**src/rtl/vis_readback_pkg.sv**
```systemverilog
`default_nettype none
// +--------------------------------------------------------------------------+
// | Module      : vis_readback_pkg                                           |
// | Description : Shared configuration for the visibility read-out engine:   |
// |               accumulator width, sweep geometry and FSM state encoding.  |
// | Ports       : none (package)                                             |
// | Revision    : 1.0  initial release                                       |
// +--------------------------------------------------------------------------+
package vis_readback_pkg;

   localparam int DEF_ACCUM_BITS = 24;   // Re/Im accumulator width
   localparam int DEF_BLOCKS     = 24;   // correlator blocks per sweep
   localparam int DEF_BBITS      = 5;    // block-index width
   localparam int DEF_TRATE      = 12;   // words per block (time slots)
   localparam int DEF_TBITS      = 4;    // tick-index width

   typedef enum logic [1:0] {
      ST_IDLE  = 2'd0,
      ST_READ  = 2'd1,
      ST_DRAIN = 2'd2
   } state_t;

endpackage
`default_nettype wire

```
**src/rtl/vis_readback_if.sv**
```systemverilog
`default_nettype none
// +--------------------------------------------------------------------------+
// | Module      : vis_readback_if                                            |
// | Description : Bundles the accumulator-SRAM read port and the outgoing    |
// |               valid/ready visibility stream of the read-out engine.      |
// | Ports       : master = engine side  (drives rd_*, s_valid/s_data/s_last) |
// |               slave  = SRAM/FIFO side (drives rd_data, s_ready)          |
// | Revision    : 1.0  initial release                                       |
// +--------------------------------------------------------------------------+
interface vis_readback_if
   import vis_readback_pkg::*;
#(
   parameter int WIDTH = 2*DEF_ACCUM_BITS,
   parameter int BBITS = DEF_BBITS,
   parameter int TBITS = DEF_TBITS
);
   logic             rd_en;
   logic [BBITS-1:0] rd_blk;
   logic [TBITS-1:0] rd_tick;
   logic [WIDTH-1:0] rd_data;
   logic             s_valid;
   logic             s_ready;
   logic [WIDTH-1:0] s_data;
   logic             s_last;

   modport master (
      output rd_en, rd_blk, rd_tick, s_valid, s_data, s_last,
      input  rd_data, s_ready
   );

   modport slave (
      input  rd_en, rd_blk, rd_tick, s_valid, s_data, s_last,
      output rd_data, s_ready
   );
endinterface
`default_nettype wire

```
**src/rtl/vis_readback_skid2.sv**
```systemverilog
`default_nettype none
// +--------------------------------------------------------------------------+
// | Module      : vis_readback_skid2                                         |
// | Description : 2-entry valid/ready skid buffer. The head word is held     |
// |               stable until it is accepted; outputs read 0 when empty.    |
// | Ports       : clk_x, rst (async, active high)                            |
// |               in_valid/in_data   : write side (no back-pressure; caller  |
// |                                    must respect count)                   |
// |               out_valid/out_ready/out_data : stream side                 |
// |               count              : words currently buffered (0..2)       |
// | Revision    : 1.0  initial release                                       |
// +--------------------------------------------------------------------------+
module vis_readback_skid2 #(
   parameter int DW = 49
) (
   input  wire           clk_x,
   input  wire           rst,
   input  wire           in_valid,
   input  wire  [DW-1:0] in_data,
   output logic          out_valid,
   input  wire           out_ready,
   output logic [DW-1:0] out_data,
   output logic [1:0]    count
);
   logic [DW-1:0] r_mem [2];
   logic          r_wr_ptr;
   logic          r_rd_ptr;
   logic [1:0]    r_count;
   logic          w_push;
   logic          w_pop;

   assign w_pop  = (r_count != 2'd0) && out_ready;
   // A full buffer can still take a word in the cycle its head leaves.
   assign w_push = in_valid && ((r_count != 2'd2) || w_pop);

   always_ff @(posedge clk_x or posedge rst) begin
      if (rst) begin
         r_mem[0] <= '0;
         r_mem[1] <= '0;
         r_wr_ptr <= 1'b0;
         r_rd_ptr <= 1'b0;
         r_count  <= 2'd0;
      end else begin
         if (w_push) begin
            r_mem[r_wr_ptr] <= in_data;
            r_wr_ptr        <= ~r_wr_ptr;
         end
         if (w_pop)
            r_rd_ptr <= ~r_rd_ptr;
         case ({w_push, w_pop})
            2'b10:   r_count <= r_count + 2'd1;
            2'b01:   r_count <= r_count - 2'd1;
            default: r_count <= r_count;
         endcase
      end
   end

   assign out_valid = (r_count != 2'd0);
   // Stale entries are masked so an empty buffer never shows a leftover last flag.
   assign out_data  = out_valid ? r_mem[r_rd_ptr] : '0;
   assign count     = r_count;

endmodule
`default_nettype wire

```
**src/rtl/vis_readback.sv**
```systemverilog
`default_nettype none
// +--------------------------------------------------------------------------+
// | Module      : vis_readback                                               |
// | Description : After each bank switch, sweeps every (block, tick) address |
// |               of the inactive accumulator bank, reads the {sin,cos}      |
// |               words (1-cycle SRAM latency) and streams them out in       |
// |               address order through a 2-entry skid buffer.               |
// | Ports       : clk_x, rst (async, active high)                            |
// |               start : bank-switch strobe    clr  : clear overrun flag    |
// |               bus   : SRAM read port + output stream (master modport)    |
// |               busy  : sweep in progress     done : end-of-sweep pulse    |
// |               overrun : sticky, start seen while busy                    |
// | Revision    : 1.0  initial release                                       |
// +--------------------------------------------------------------------------+
module vis_readback
   import vis_readback_pkg::*;
#(
   parameter int ACCUM  = DEF_ACCUM_BITS,
   parameter int WIDTH  = 2*ACCUM,
   parameter int BLOCKS = DEF_BLOCKS,
   parameter int BBITS  = DEF_BBITS,
   parameter int TRATE  = DEF_TRATE,
   parameter int TBITS  = DEF_TBITS
) (
   input  wire            clk_x,
   input  wire            rst,
   input  wire            start,
   input  wire            clr,
   vis_readback_if.master bus,
   output logic           busy,
   output logic           done,
   output logic           overrun
);
   localparam logic [BBITS-1:0] c_blk_last  = BBITS'(BLOCKS-1);
   localparam logic [TBITS-1:0] c_tick_last = TBITS'(TRATE-1);

   state_t           r_state;
   state_t           w_state_nxt;
   logic [BBITS-1:0] r_blk;
   logic [TBITS-1:0] r_tick;
   logic             r_inflight;       // read issued last cycle, data on rd_data now
   logic             r_inflight_last;  // that read was the final address
   logic             r_done;
   logic             r_overrun;
   logic             w_rd_en;
   logic             w_done_nxt;
   logic             w_addr_last;
   logic             w_pop;
   logic             w_s_valid;
   logic             w_s_last;
   logic [WIDTH-1:0] w_s_data;
   logic [1:0]       w_count;
   logic [2:0]       w_used;

   assign w_addr_last = (r_blk == c_blk_last) && (r_tick == c_tick_last);
   assign w_pop       = w_s_valid & bus.s_ready;
   // Slots committed at the end of this cycle: buffered + in flight, minus the
   // word leaving now. Discounting the pop keeps 1 word/cycle with s_ready high.
   assign w_used      = {1'b0, w_count} + {2'b00, r_inflight} - {2'b00, w_pop};

   always_comb begin
      w_state_nxt = r_state;
      w_rd_en     = 1'b0;
      w_done_nxt  = 1'b0;
      case (r_state)
         ST_IDLE: begin
            // First read goes out in the start cycle so the first word is
            // presented two cycles after start.
            if (start && !rst) begin
               w_rd_en     = 1'b1;
               w_state_nxt = w_addr_last ? ST_DRAIN : ST_READ;
            end
         end
         ST_READ: begin
            if (w_used < 3'd2) begin
               w_rd_en = 1'b1;
               if (w_addr_last)
                  w_state_nxt = ST_DRAIN;
            end
         end
         ST_DRAIN: begin
            if (!r_inflight && (w_used == 3'd0)) begin
               w_state_nxt = ST_IDLE;
               w_done_nxt  = 1'b1;
            end
         end
         default: w_state_nxt = ST_IDLE;
      endcase
   end

   always_ff @(posedge clk_x or posedge rst) begin
      if (rst) begin
         r_state         <= ST_IDLE;
         r_blk           <= '0;
         r_tick          <= '0;
         r_inflight      <= 1'b0;
         r_inflight_last <= 1'b0;
         r_done          <= 1'b0;
         r_overrun       <= 1'b0;
      end else begin
         r_state         <= w_state_nxt;
         r_inflight      <= w_rd_en;
         r_inflight_last <= w_rd_en & w_addr_last;
         r_done          <= w_done_nxt;
         if (w_rd_en) begin
            if (r_tick == c_tick_last) begin
               r_tick <= '0;
               r_blk  <= w_addr_last ? '0 : r_blk + 1'b1;
            end else begin
               r_tick <= r_tick + 1'b1;
            end
         end
         // Set has priority over clear.
         if (start && (r_state != ST_IDLE))
            r_overrun <= 1'b1;
         else if (clr)
            r_overrun <= 1'b0;
      end
   end

   vis_readback_skid2 #(
      .DW (WIDTH+1)
   ) u_skid (
      .clk_x     (clk_x),
      .rst       (rst),
      .in_valid  (r_inflight),
      .in_data   ({r_inflight_last, bus.rd_data}),
      .out_valid (w_s_valid),
      .out_ready (bus.s_ready),
      .out_data  ({w_s_last, w_s_data}),
      .count     (w_count)
   );

   assign bus.rd_en   = w_rd_en;
   assign bus.rd_blk  = r_blk;
   assign bus.rd_tick = r_tick;
   assign bus.s_valid = w_s_valid;
   assign bus.s_data  = w_s_data;
   assign bus.s_last  = w_s_last;
   assign busy        = (r_state != ST_IDLE);
   assign done        = r_done;
   assign overrun     = r_overrun;

endmodule
`default_nettype wire

```
**src/flat_wrapper.sv**
```systemverilog
// flat-port wrapper written by rule: the top's interface ports become plain ports
module vis_readback_flat import vis_readback_pkg::*;
#(
   parameter int ACCUM  = DEF_ACCUM_BITS,
   parameter int WIDTH  = 2*ACCUM,
   parameter int BLOCKS = DEF_BLOCKS,
   parameter int BBITS  = DEF_BBITS,
   parameter int TRATE  = DEF_TRATE,
   parameter int TBITS  = DEF_TBITS
)
  (clk_x, rst, start, clr, busy, done, overrun, bus_rd_en, bus_rd_blk, bus_rd_tick, bus_s_valid, bus_s_data, bus_s_last, bus_rd_data, bus_s_ready);
  vis_readback_if #(.WIDTH(WIDTH), .BBITS(BBITS), .TBITS(TBITS)) bus_i ();
  input  wire clk_x;
  input  wire rst;
  input  wire start;
  input  wire clr;
  output logic busy;
  output logic done;
  output logic overrun;
  output wire logic [$bits(bus_i.rd_en)-1:0] bus_rd_en;
  output wire logic [$bits(bus_i.rd_blk)-1:0] bus_rd_blk;
  output wire logic [$bits(bus_i.rd_tick)-1:0] bus_rd_tick;
  output wire logic [$bits(bus_i.s_valid)-1:0] bus_s_valid;
  output wire logic [$bits(bus_i.s_data)-1:0] bus_s_data;
  output wire logic [$bits(bus_i.s_last)-1:0] bus_s_last;
  input wire logic [$bits(bus_i.rd_data)-1:0] bus_rd_data;
  input wire logic [$bits(bus_i.s_ready)-1:0] bus_s_ready;
  assign bus_rd_en = bus_i.rd_en;
  assign bus_rd_blk = bus_i.rd_blk;
  assign bus_rd_tick = bus_i.rd_tick;
  assign bus_s_valid = bus_i.s_valid;
  assign bus_s_data = bus_i.s_data;
  assign bus_s_last = bus_i.s_last;
  assign bus_i.rd_data = bus_rd_data;
  assign bus_i.s_ready = bus_s_ready;
  vis_readback #(.ACCUM(ACCUM), .WIDTH(WIDTH), .BLOCKS(BLOCKS), .BBITS(BBITS), .TRATE(TRATE), .TBITS(TBITS)) u_core (.clk_x(clk_x), .rst(rst), .start(start), .clr(clr), .bus(bus_i), .busy(busy), .done(done), .overrun(overrun));
endmodule
```
**config.mk**
```make
export PLATFORM = sky130hd
export DESIGN_NAME = vis_readback_flat
export DESIGN_NICKNAME = d
export VERILOG_FILES = /design/src/rtl/vis_readback_pkg.sv /design/src/rtl/vis_readback_if.sv /design/src/rtl/vis_readback_skid2.sv /design/src/rtl/vis_readback.sv /design/src/flat_wrapper.sv
export SDC_FILE = /design/constraint.sdc
export NUM_CORES = 1
export LEC_CHECK = 0
export ABC_AREA = 1
export BUFFER_PORTS_ARGS = -buffer_cell sky130_fd_sc_hd__buf_4
export CAP_MARGIN = 0
export CELL_PAD_IN_SITES_DETAIL_PLACEMENT = 1
export CELL_PAD_IN_SITES_GLOBAL_PLACEMENT = 2
export CORE_MARGIN = 5
export CORE_UTILIZATION = 32
export CTS_CLUSTER_SIZE = 25
export DETAILED_ROUTE_END_ITERATION = 16
export PLACE_DENSITY = 0.82
export SYNTH_ARGS = -nofsm -noshare
export SYNTH_HDL_FRONTEND = slang
export SYNTH_HIERARCHICAL = 1
export SYNTH_SLANG_ARGS = --single-unit
```
**constraint.sdc**
```tcl
create_clock -name clk_x -period 3.85 [get_ports clk_x]
set_input_delay 0.5775 -clock clk_x [delete_from_list [all_inputs] [get_ports clk_x]]
set_output_delay 0.5775 -clock clk_x [all_outputs]
set_load 0.01 [all_outputs]
```
---- Yosys cells after proc, flatten, opt, wreduce, memory -nomap -nowiden ----
Index checks and enable logic that the tools add are counted.
operators by class
  muxes and demuxes ....................... 23
  order comparisons ....................... 4
  reductions and logical operators ........ 18
  equality and inequality tests ........... 11
  bitwise logic cells ..................... 6
  add/sub/neg operators ................... 6
operators by type and width
  operator             number
  $mux 49              5
  $bwmux 98            1
  $demux 49 s1         1
  $mux 2               5
  $ne 2x1->1 const B   4
  $reduce_bool 2->1    4
  $logic_and 1x1->1    7
  $mux 1               6
  $pmux 2 s3           1
  $add 5x1->5 const B  1
  $eq 5x5->1 const B   1
  $mux 5               1
  $add 4x1->4 const B  1
  $eq 2x1->1 const B   2
  $eq 2x2->1 const B   2
  $eq 4x4->1 const B   1
  $ge 2x2->1 const B   2
  $mux 4               1
  $not 1->2            2
  $pmux 2 s2           1
  $reduce_and 4->1     1
  $add 2x1->3          1
  $logic_not 3->1      1
  $lt 3x2->1 const B   1
  other kinds (12)     15
word-level totals
  bits of input ports ..................... 53
  output and inout bits ................... 63
  flip-flop bits (word level) ............. 117

---- Longest topological paths before layout ----
Gate-level depths: netlist of run 1.
  depth after elaboration ................. 7
  mapped depth ............................ 17
  gate-level depth less buffers ........... 16

---- By module ----
Netlist of run 1, hierarchy kept.
modules (own cells, without submodules)
  module              cells each  instances  area an instance (um^2)
  vis_readback_skid2  627         1          4,934.7
  vis_readback        114         1          914.6

---- Worst setup path before layout of run 1 ----
OpenSTA, ideal clock, no wires.
  path kind ............................... reg2out
  start point ............................. register u_core.u_skid.r_count[1], in the netlist u_core/u_skid/count[1]
  end point ............................... output bus_rd_en
  data arrival time ....................... 2.627 ns
  setup slack ............................. 0.645 ns
  required time ........................... 3.273 ns
  cell stages (with the launch flop) ...... 14
  cells stage by stage .................... dfrtp_1 nor2_1 clkbuf_1 inv_1 nand2_1 inv_1 ha_1 inv_1 ha_1 inv_1 fa_1 nand4_2 nand2_2 buf_6
between the ends
  word-level cells in the longest chain between the ends .. 6
  elaborated cells between the ends (all ways) .. 7
  classes of those cells .................. add/sub (2); order compare (1); mux (2); bitwise (1); reduce/logical (1)
RTL lines
  what                      RTL line                  source
  start: declaration        vis_readback_skid2.sv:28  logic [1:0] r_count;
  start signal: assignment  vis_readback_skid2.sv:51  2'b10: r_count <= r_count + 2'd1;
  start signal: assignment  vis_readback_skid2.sv:52  2'b01: r_count <= r_count - 2'd1;
  start signal: assignment  vis_readback_skid2.sv:53  default: r_count <= r_count;
  $reduce_bool 2->1         vis_readback_skid2.sv:58  assign out_valid = (r_count != 2'd0);
  net bus_s_valid           flat_wrapper.sv:23        output wire logic [$bits(bus_i.s_valid)-1:0] bus_s_valid;
  $and 1x1->1               vis_readback.sv:56        assign w_pop = w_s_valid & bus.s_ready;
  $sub 3x1->3               vis_readback.sv:59        assign w_used = {1'b0, w_count} + {2'b00, r_inflight} - {2'b00, w_pop};
  $lt 3x2->1                vis_readback.sv:75        if (w_used < 3'd2) begin
  $mux 1                    vis_readback.sv:75
  $pmux 1 s2                vis_readback.sv:65        case (r_state)
  end: declaration          flat_wrapper.sv:20        output wire logic [$bits(bus_i.rd_en)-1:0] bus_rd_en;
The timed path passes the listed nets, and every way through them passes these cells.

---- Final worst setup path of run 1 ----
  start point ............................. register u_core.u_skid.r_count[1], in the netlist u_core/u_skid/count[1]
  end point ............................... output bus_rd_en
between the ends
  word-level cells in the longest chain between the ends .. 6
  elaborated cells between the ends (all ways) .. 7
  classes of those cells .................. add/sub (2); order compare (1); mux (2); bitwise (1); reduce/logical (1)
RTL lines
  what                                                                 RTL line
  parallel branches: the longest is 2 deep, another holds $add 2x1->3  n/a
  $sub 3x1->3 *                                                        vis_readback.sv:59
  $lt 3x2->1 *                                                         vis_readback.sv:75
  $mux 1 *                                                             vis_readback.sv:75
  $pmux 1 s2 *                                                         vis_readback.sv:65
Mark *: on every way between the ends.

==> impl_metrics.toml, run 1 <==
[die]
initial_utilization_pct = 32.6
io-pin-count = 116
placement_rows = 49
dieWidth_um = 145
die_h_um = 145
core_um2 = 18000
design.die.area_um2 = 21100

[job]
cap_viol_max_count = 0

[synthesis]
post_synth_main_area_contributors = "dfrtp_1 (50%), nand2_1 (22%), nand4_1 (11%), a21oi_1 (4.4%), clkbuf_1 (2.1%)"
synthesized_net_count = 800
synth_top_area_cell = "dfrtp_1"
netlist_area_um2 = 5850
synthDominantCellAreaShare_pct = 50.1
netlist_instances = 741
synth-seq-cells = 117
post_synth.cell_area_avg_um2 = 7.89
number_of_unique_standard_cell_types_used_by_synthesis = 27
synthesis.yosys.warnings = 6
yosysSeqAreaShare_pct = 50.1

[setup_path]
cp-start-kind = "register"
reg2reg_setup_slack_ps = 1070
required_ps = 3270
cp_max_fo = 13
timing.critical_path.slowest_stage_cell = "fa_1"
critical_path.endpoint_type = "output port"
max_stage_delay_ps = 540
cp_data_arrival_time_ps = 2910
crit_path_class = "reg2out"
path_common_cell = "inv_1"
critical_path.cell_chain = "nor2_4, inv_1, nand2_1, inv_1, ha_1, inv_1, ha_1, inv_1, fa_1, nand4_2, nand2_2, buf_4"

[cts]
clk-insertion-delay-late_ps = 420
cts.root.buffer_cell = "clkbuf_16"
cts_num_sinks = 117
cts_tree = "yes"
post_cts_setup_buffer_count = 0
ctsHoldBuffers = 0
cts_max_path_buffers = 2
cts.repair.resized = 0
number_of_levels_the_h_tree_was_split_into = 4
clkSlewWorstSetupHoldPaths_ps = 60
cts-buffers-inserted = 17

[timing]
grt_setup_unrepaired = "false"
finalCritPeriodShare_pct = 90.6
final.setup.tns_ps = 0
setup_violations = 0
clock.fmax_mhz = 287
final_hold_viol_count = 0
worst_clock_skew_ps = 12.2
finalWorstPathRequiredPeriod_ps = 3490
slew_headroom_pct = 30.5
worst_slew_pin_slew_ps = 1040
drv_slew = 0

[placed_design]
dpl.hpwl_um = 12100
place.port_buffers = 115
finalWeightedCongestion = 0.801

[route]
detail_route.vias_per_cell = 5.22
residual_drc_count = 0
wire_length_reported_by_the_detailed_router_um = 19300
postRouteAntennaNets = 0
post_drt_wl_per_cell_um = 18.1
initialDrtViolationCount = 377
count_of_tritonroute_iterations_in_the_first_routing_pass = 5
dr_total_vias = 5569

[power]
power.share.clock_pct = 21.9
power.share.sequential_pct = 32.1
netSwitchingFraction_pct = 43.0
p_leak_nw = 3.81
peakVddDrop_uv = 408
intPower_mw = 3.88
power_per_cell_area_nw_per_um2 = 925
gate_power_share_pct = 46.0
switching_power_mw = 2.93

[grt]
antenna_found_initial = 0
grt-ovfl-total = 0
grt_max_degree = 83
first_global_vias = 5990
groute.usage.overall_pct = 18.3
grt_pass1_wl_um = 31600

[final_layout]
fillCellCount = 2178
area_taken_by_multi_input_logic_gates_um2 = 2560
antennaDiodeCount = 0
post-route-util_pct = 41.0
fin_nets = 885
flow.area_growth_from_synthesis_pct = 26.0
seqCellArea_um2 = 2930
drive_gt1_share_pct = 21.0

[min_path]
hold_path.class = "in2async"

[outcome]
status = "finished, final reports clean"
==> cells in the final DEF, fill, tap and decap left out, types with 2 or more instances in the layout <==
master     Yosys  routed
nand3_1       12      12
dfrtp_2        0       2
nor2_1        10       9
a21oi_1       52      52
nor2_2         2       2
clkbuf_16      0      17
nand2_2        2       2
nand4_1      102     102
nand2_1      339     339
ha_1           5       5
clkinv_2       0       3
nand3b_1       2       2
xor2_1         3       3
nor2_4         1       2
clkbuf_1      32       5
buf_4          7     127
dfrtp_1      117     114
clkbuf_8       0       5
nand3_2        4       3
inv_2          3       4
inv_1         18      16
==> power by group through the flow <==
stage	combinational [mW]	sequential, mW	clock (mW)
after floorplan	2.07	2.04	0
after global placement	3.07	2.17	0
after detailed placement	3.19	2.20	0
after CTS	3.20	2.18	1.54
after global routing	3.52	2.25	1.59
final	3.14	2.19	1.49
==> kinds of logic (layout without fill, tap and decap cells) <==
kind of cell | Yosys count | count (layout) | synth area share [%]
simple gates | 478 | 478 | 36.7
flops | 117 | 117 | 50.1
buf+inv | 82 | 179 | 6.50
compound gates | 54 | 54 | 4.68
fa+ha+maj | 6 | 6 | 1.41
xor+xnor | 4 | 4 | 0.599
==> stage by stage <==
step	cells	hold WS, ps	area (µm²)	total power [mW]	setup WS (ps)
after CTS	1067	228	7370	6.92	303
final	1067	248	7370	6.82	360
after floorplan	741	442	5850	4.10	597
after global routing	1067	248	7370	7.36	125
after detailed placement	1036	458	6810	5.38	763
after global placement	1036	453	6810	5.23	867
==> cell usage after synthesis <==
cell / count
nor2_4: 1
o21ai_0: 1
nand3b_1: 2
nand2_2: 2
nand2_4: 1
nand3_2: 4
nand4_2: 1
or2_2: 1
nand3_1: 12
ha_1: 5
buf_6: 3
nand2_1: 339
o21ai_2: 1
xnor2_1: 1
fa_1: 1
inv_1: 18
clkbuf_1: 32
inv_2: 3
nor2_1: 10
dfrtp_1: 117
buf_2: 19
buf_4: 7
a21oi_1: 52
nor2_2: 2
nand4_1: 102
xor2_1: 3
nor2_8: 1
==> routing by layer <==
layer / vias to the layer above / GRT usage (%) / part of all wire (%)
met4: 0 / 5.08 / 1.1
met1: 2795 / 22.5 / 43
li1: 2625 / - / -
met2: 132 / 31.1 / 50
met5: - / 0 / 0
met3: 17 / 5.71 / 6.2
==> flip-flops by register name, indices dropped and copies added (netlist names), 2 cells and up <==
register,cells
u_core/r_state,2
u_core/bus.rd_tick,4
u_core/u_skid/count,2
u_core/bus.rd_blk,5
u_core/u_skid/r_mem,98
==> worst paths after layout <==
path,from,endpoint,cells after the start
min in group clk_x,clr,u_core/overrun$_DFFE_PP0P_,2
max reg2reg,u_core/u_skid/count[1]$_DFFE_PP0P_,u_core/bus.rd_blk[3]$_DFFE_PP0P_,14
max in group asynchronous,rst,u_core/u_skid/r_mem[94]$_DFFE_PP0P_,3
min,rst,u_core/bus.rd_tick[2]$_DFFE_PP0P_,3
min reg2reg,u_core/u_skid/r_mem[96]$_DFFE_PP0P_,u_core/u_skid/r_mem[96]$_DFFE_PP0P_,2
max,u_core/u_skid/count[1]$_DFFE_PP0P_,bus_rd_en,12
==> critical path, delay by kind of cell, from the launching register on <==
kind | cells | cell delay (ps)
adders and majority gates | 3 | 940
and+or+nand+nor | 4 | 660
DFF | 1 | 500
buffers and inverters | 5 | 390
==> layout make-up <==
type | instances | area share [%]
multi-input cells | 542 | 34.7
well taps | 229 | 3.89
flip-flops and latches | 117 | 39.8
clock inverters | 4 | 0.611
clock buffers | 27 | 6.96
repair buffers | 127 | 12.9
inverters | 21 | 1.10
No activity file was read; power rests on OpenSTA's default activity.
==> run 2: changes to the inputs <==
--- a/config.mk
+++ b/config.mk
@@ -11,11 +11,10 @@
 export CELL_PAD_IN_SITES_DETAIL_PLACEMENT = 1
 export CELL_PAD_IN_SITES_GLOBAL_PLACEMENT = 2
 export CORE_MARGIN = 5
-export CORE_UTILIZATION = 32
+export CORE_UTILIZATION = 31
 export CTS_CLUSTER_SIZE = 25
 export DETAILED_ROUTE_END_ITERATION = 16
-export PLACE_DENSITY = 0.82
+export PLACE_DENSITY = 0.76
 export SYNTH_ARGS = -nofsm -noshare
 export SYNTH_HDL_FRONTEND = slang
-export SYNTH_HIERARCHICAL = 1
 export SYNTH_SLANG_ARGS = --single-unit
==> impl_metrics.toml, run 2 <==
[outcome]
status = "finished, final reports clean"

[setup_path]
cp_data_arrival_time_ps = 2780
critical_path.startpoint = "u_core.u_skid.count[0]$_DFFE_PP0P_"
cp_max_fo = 6
crit_path_class = "reg2out"
cp-start-kind = "register"
reg2reg_setup_slack_ps = 1030
critical_path.cell_chain = "nor2_4, nor2_1, ha_1, inv_1, ha_1, inv_1, fa_1, nand4_1, nand2_1, buf_4"
cp_top_family = "adder cells"
max_stage_delay_ps = 510
critPathBufInv = 3
required_ps = 3270
timing.critical_path.slowest_stage_cell = "fa_1"
r2r_start = "u_core.u_skid.count[0]$_DFFE_PP0P_"
critical_path.endpoint_type = "output port"

[min_path]
hold_path.class = "in2reg"
min_from = "clr"

[placed_design]
place.port_buffers = 115
dpl.hpwl_um = 9740
finalWeightedCongestion = 0.715
detailedPlace.worstSlack_ps = 714

[power]
peakVddDrop_uv = 408
intPower_mw = 3.58
p_leak_nw = 3.53
gate_power_share_pct = 42.0
netSwitchingFraction_pct = 39.2
power.share.sequential_pct = 35.2
switching_power_mw = 2.30
power_per_cell_area_nw_per_um2 = 856
power.share.clock_pct = 22.8

[timing]
drv_slew = 0
fin_hold_ws_ps = 358
finalCritPeriodShare_pct = 87.2
setup_violations = 0
clock.fmax_mhz = 298
worst_clock_skew_ps = 4.52
slew_headroom_pct = 28.9
final.setup.tns_ps = 0
finalWorstPathRequiredPeriod_ps = 3360
final_hold_viol_count = 0
worst_slack_ps = 492
worst_slew_pin_slew_ps = 1070
grt_setup_unrepaired = "false"

[grt]
grt_pass1_wl_um = 25300
first_global_vias = 5057
groute.usage.overall_pct = 15.9
antenna_found_initial = 0
grt_max_degree = 100
grt-ovfl-total = 0

[route]
residual_drc_count = 0
detail_route.vias_per_cell = 4.73
post_drt_wl_per_cell_um = 15.4
count_of_tritonroute_iterations_in_the_first_routing_pass = 4
dr_total_vias = 4753
postRouteAntennaNets = 0
initialDrtViolationCount = 195
wire_length_reported_by_the_detailed_router_um = 15400

[synthesis]
netlist_area_um2 = 5340
synth_compound_gate_area_share_pct = 14.3
netlist_instances = 668
synthMuxAreaShare_pct = 0
synth-simple-area-share_pct = 20.3
synth_top_area_cell = "dfrtp_1"
synth_xor_area_share_pct = 0.820
synth-edff-count = 0
synth_commonest_cells = "nand2_1 (241), dfrtp_1 (117), o21ai_0 (86), inv_1 (68), a21oi_1 (51)"
post_synth_main_area_contributors = "dfrtp_1 (55%), nand2_1 (17%), o21ai_0 (8.1%), a21oi_1 (4.8%), inv_1 (4.8%)"
synthesized_net_count = 727
synthAdderAreaFrac_pct = 1.55
synth_top_family_by_area = "simple AND/OR/NAND/NOR gates"
async_flop_share_pct = 100
synthesis.yosys.warnings = 0
synthDominantCellAreaShare_pct = 54.8
synthFlopType = "dfrtp_1"
yosys.cell_count.top_type = "nand2_1"
number_of_unique_standard_cell_types_used_by_synthesis = 22
synth-seq-cells = 117
yosysSeqAreaShare_pct = 54.8
post_synth.cell_area_avg_um2 = 7.99

[die]
io-pin-count = 116
core_um2 = 17100
design.die.area_um2 = 19900
placement_rows = 48
initial_utilization_pct = 31.2
dieWidth_um = 141
die_h_um = 141

[cts]
ctsHoldBuffers = 0
clk-insertion-delay-late_ps = 410
post_cts_setup_buffer_count = 0
cts-buffers-inserted = 17
number_of_levels_the_h_tree_was_split_into = 4
clkSlewWorstSetupHoldPaths_ps = 50
cts_max_path_buffers = 2
cts.root.buffer_cell = "clkbuf_16"
cts_tree = "yes"
cts_num_sinks = 117
cts.repair.resized = 0

[final_layout]
fin_nets = 827
drive_gt1_share_pct = 19.4
flow.area_growth_from_synthesis_pct = 28.6
largest_reg_flops = 98
antennaDiodeCount = 0
fillCellCount = 2112
max_flop_register = "u_core.u_skid.r_mem"
final_common_cell = "nand2_1"
final_cell_mix = "nand2_1 (241), buf_4 (120), dfrtp_1 (116)"
seqCellArea_um2 = 2930
area_taken_by_multi_input_logic_gates_um2 = 2000

[job]
cap_viol_max_count = 0
## run 2: cell types whose count changed after synthesis, sizes merged, moves of 2 or more
cell	before	now
o21ai	2	100
buf	29	12
clkbuf	32	27
inv	21	68
nor2	14	16
nand3b	2	0
nand4	103	3
nand3	16	18
nand2	342	242
## run 2: cells by family (layout without fill, tap and decap cells)
| family | count (synthesis) | count (layout) |
|---|---|---|
| compound gates | 152 | 152 |
| flops | 117 | 117 |
| simple gates | 280 | 280 |
| buf+inv | 108 | 220 |
| fa+ha+maj | 6 | 6 |
| xor+xnor | 5 | 5 |
## run 2: per-layer routing
layer | GRT usage [%] | share of wire (%)
met4 | 4.90 | 1.2
met3 | 3.83 | 4.3
met5 | 0 | 0
met2 | 26.4 | 50
met1 | 20.5 | 45
## run 2: final cells by class
class,count,share of cell area (%)
Tap cell,225,4.10
Multi-Input combinational cell,443,29.1
Clock inverter,6,0.437
Inverter,69,3.83
Clock buffer,25,6.78
Sequential cell,117,42.6
Timing Repair Buffer,120,13.1
## run 2: stage by stage
step	cells	power, mW	area (µm²)	util [%]
2_1_floorplan	668	3.49	5340	-
3_3_place_gp	974	4.50	6370	37.2
3_5_place_dp	974	4.61	6370	37.2
4_1_cts	1005	5.99	6870	40.1
5_1_grt	1005	6.36	6870	40.1
6_report	1005	5.88	6870	40.1
## run 2: final timing paths
path	to	cells after the start
worst max-delay path	bus_rd_en	10
worst min-delay path	u_core.overrun$_DFFE_PP0P_	2
worst max register to register	u_core.bus.rd_blk[2]$_DFFE_PP0P_	13
worst min register to register	u_core.u_skid.r_mem[85]$_DFFE_PP0P_	2
max in group asynchronous	u_core.u_skid.r_mem[46]$_DFFE_PP0P_	4
min in group asynchronous	u_core.r_state[1]$_DFFE_PP0P_	3
## run 2: power groups by stage
stage               logic [mW]  clock network, mW  registers [mW]
global placement          2.45                  0            2.05
detailed placement        2.53                  0            2.09
global route              2.78               1.44            2.14
CTS                       2.54               1.38            2.07
finish                    2.47               1.34            2.07
floorplan                 1.48                  0            2.00
==> run 3: changes to the inputs <==
--- a/config.mk
+++ b/config.mk
@@ -5,13 +5,13 @@
 export SDC_FILE = /design/constraint.sdc
 export NUM_CORES = 1
 export LEC_CHECK = 0
-export ABC_AREA = 1
+export ABC_AREA = 0
 export BUFFER_PORTS_ARGS = -buffer_cell sky130_fd_sc_hd__buf_4
 export CAP_MARGIN = 0
 export CELL_PAD_IN_SITES_DETAIL_PLACEMENT = 1
 export CELL_PAD_IN_SITES_GLOBAL_PLACEMENT = 2
 export CORE_MARGIN = 5
-export CORE_UTILIZATION = 31
+export CORE_UTILIZATION = 36
 export CTS_CLUSTER_SIZE = 25
 export DETAILED_ROUTE_END_ITERATION = 16
 export PLACE_DENSITY = 0.76
==> impl_metrics.toml, run 3 <==
[synthesis]
synth_top_family_by_area = "multiplexers"
synth_top_area_cell = "dfrtp_1"
async_flop_share_pct = 100
synthesized_net_count = 472
netlist_area_um2 = 5410
synthFlopType = "dfrtp_1"
synth_compound_gate_area_share_pct = 2.52
synthMuxAreaShare_pct = 30.8
yosysSeqAreaShare_pct = 54.1
synthAdderAreaFrac_pct = 1.53
netlist_instances = 413
synth_commonest_cells = "dfrtp_1 (117), mux2_2 (91), nor2_1 (57), mux2i_1 (49), buf_2 (13)"
synthesis.yosys.warnings = 0
synth-edff-count = 0
number_of_unique_standard_cell_types_used_by_synthesis = 39
synth_xor_area_share_pct = 1.13
synth-seq-cells = 117
post_synth_main_area_contributors = "dfrtp_1 (54%), mux2_2 (19%), mux2i_1 (9.1%), nor2_1 (4.0%), mux2_4 (2.8%)"
yosys.cell_count.top_type = "dfrtp_1"
synth-simple-area-share_pct = 6.89
synthDominantCellAreaShare_pct = 54.1
post_synth.cell_area_avg_um2 = 13.1

[route]
postRouteAntennaNets = 0
post_drt_wl_per_cell_um = 17.9
residual_drc_count = 0
count_of_tritonroute_iterations_in_the_first_routing_pass = 4
detail_route.vias_per_cell = 4.99
wire_length_reported_by_the_detailed_router_um = 13000
initialDrtViolationCount = 79
dr_total_vias = 3620

[timing]
grt_setup_unrepaired = "false"
fin_hold_ws_ps = 392
final.setup.tns_ps = 0
worst_slew_pin_slew_ps = 1010
clock.fmax_mhz = 273
final_hold_viol_count = 0
finalWorstPathRequiredPeriod_ps = 3660
finalCritPeriodShare_pct = 95.1
worst_clock_skew_ps = 6.67
drv_slew = 0
setup_violations = 0
slew_headroom_pct = 32.8
worst_slack_ps = 190

[min_path]
hold_path.class = "in2async"

[power]
power_per_cell_area_nw_per_um2 = 959
p_leak_nw = 3.32
peakVddDrop_uv = 435

[outcome]
status = "finished, final reports clean"

[cts]
cts.root.buffer_cell = "clkbuf_16"
cts-buffers-inserted = 17
clkSlewWorstSetupHoldPaths_ps = 50
cts_num_sinks = 117
ctsHoldBuffers = 0
cts_tree = "yes"
clk-insertion-delay-late_ps = 410
cts_max_path_buffers = 2
number_of_levels_the_h_tree_was_split_into = 4
post_cts_setup_buffer_count = 0

[grt]
grt.met1_usage_pct = 18.3
grt_pass1_wl_um = 21200
gr-max-usage-layer = "met2"
global_route.usage.met3_pct = 4.37
first_global_vias = 4121
use_met2_pct = 26.0
groute.usage.overall_pct = 15.2
antenna_found_initial = 0
grt-ovfl-total = 0
grt_max_degree = 78

[final_layout]
largest_reg_flops = 98
final_cell_mix = "buf_4 (122), dfrtp_1 (115), mux2_2 (91)"
drive_gt1_share_pct = 47.8
flow.area_growth_from_synthesis_pct = 29.0
fin_nets = 590
final_common_cell = "buf_4"
max_flop_register = "u_core.u_skid.r_mem"
fillCellCount = 1536
finish.instance_area_um2 = 6980
antennaDiodeCount = 0
post-route-util_pct = 47.7

[setup_path]
required_ps = 3270
cp_data_arrival_time_ps = 3080
critical_path.startpoint = "u_core.u_skid.count[0]$_DFFE_PP0P_"
r2r_start = "u_core.u_skid.count[0]$_DFFE_PP0P_"
cp_top_family = "adder cells"
crit_path_class = "reg2out"
critical_path.cell_chain = "nor2_4, inv_1, and2_1, ha_1, inv_1, ha_1, inv_1, fa_1, xnor2_2, a32oi_2, buf_4, inv_1, buf_4"
path_common_cell = "inv_1"
max_stage_delay_ps = 490
timing.critical_path.slowest_stage_cell = "dfrtp_2"
critical_path.endpoint_type = "output port"
cp_max_fo = 15
cp-start-kind = "register"
critPathBufInv = 6

[placed_design]
detailedPlace.worstSlack_ps = 510
postPlaceCellArea_um2 = 6450
place.port_buffers = 115
dpl.hpwl_um = 8510
finalWeightedCongestion = 0.745

[die]
design.die.area_um2 = 17600
placement_rows = 44
die_h_um = 133
initial_utilization_pct = 37.0
dieWidth_um = 133
core_um2 = 14600
io-pin-count = 116

[job]
cap_viol_max_count = 0
==> run 3: cell types whose count changed after synthesis, sizes merged, moves of 4 or more <==
cell,change
nand3,-14
mux2i,+49
clkbuf,-22
mux2,+101
nand2,-235
xnor2,+4
nor2,+42
a21oi,-50
inv,-57
buf,+6
o21ai,-93
==> run 3: path summary, 6_finish.rpt <==
| path | slack (ps) | cells past startpoint | endpoint |
|---|---|---|---|
| max | 190 | 13 | bus_rd_en |
| min reg2reg | 500 | 1 | u_core.u_skid.r_mem[86]$_DFFE_PP0P_ |
| max reg2reg | 670 | 13 | u_core.bus.rd_blk[0]$_DFFE_PP0P_ |
| max in group asynchronous | 2480 | 3 | u_core.u_skid.r_mem[49]$_DFFE_PP0P_ |
| min in group clk_x | 400 | 2 | u_core.overrun$_DFFE_PP0P_ |
| min | 390 | 2 | u_core.overrun$_DFFE_PP0P_ |
==> run 3: power breakdown <==
part	total (mW)	switching (mW)	internal [mW]	leakage, nW
logic	2.98	1.31	1.66	1.66
clock network	1.39	0.513	0.878	0.256
registers	2.33	0.503	1.82	1.40
total	6.70	2.33	4.37	3.32
==> run 3: layer usage <==
metal  part of all wire (%)  wire length, µm
met1                     43             5610
met2                     51             6600
met3                    4.7              614
met4                    1.2              153
met5                      0                0
==> run 3: worst register-to-register path, stage by stage (launching register included) <==
cell,delay [ps]
dfrtp_2,490
nor2_4,140
inv_1,60
and2_1,200
ha_1,310
inv_1,60
ha_1,140
inv_1,50
fa_1,400
xnor2_2,250
a32oi_2,140
buf_4,200
nor3_1,250
mux2_2,380
==> run 3: cells by family (layout without fill, tap and decap cells) <==
group | count (synthesis) | after routing
fa+ha+maj | 6 | 6
flops | 117 | 117
buf+inv | 34 | 163
simple gates | 84 | 84
compound gates | 15 | 15
xor+xnor | 7 | 7
mux | 150 | 150
==> run 3: layout make-up <==
type	instances	area, µm²	share of cell area, %
clock buffer	26	499	7.15
clock inverter	4	22.5	0.323
inverter	11	43.8	0.627
multi-input combinational	262	2340	33.5
sequential	117	2930	42.0
tap	184	230	3.30
timing repair buffer	122	916	13.1
==> run 3: metrics by stage <==
stage,power [mW],std cells
after global placement,5.25,696
after global routing,7.16,726
after detailed placement,5.38,696
after CTS,6.81,726
after floorplan,4.13,413
final,6.70,726
==> run 3: what timing repair did <==
item	4_1_cts	5_1_grt
endpoints found under the setup margin	0	1
resized for setup	0	2
hold endpoints to repair	0	0
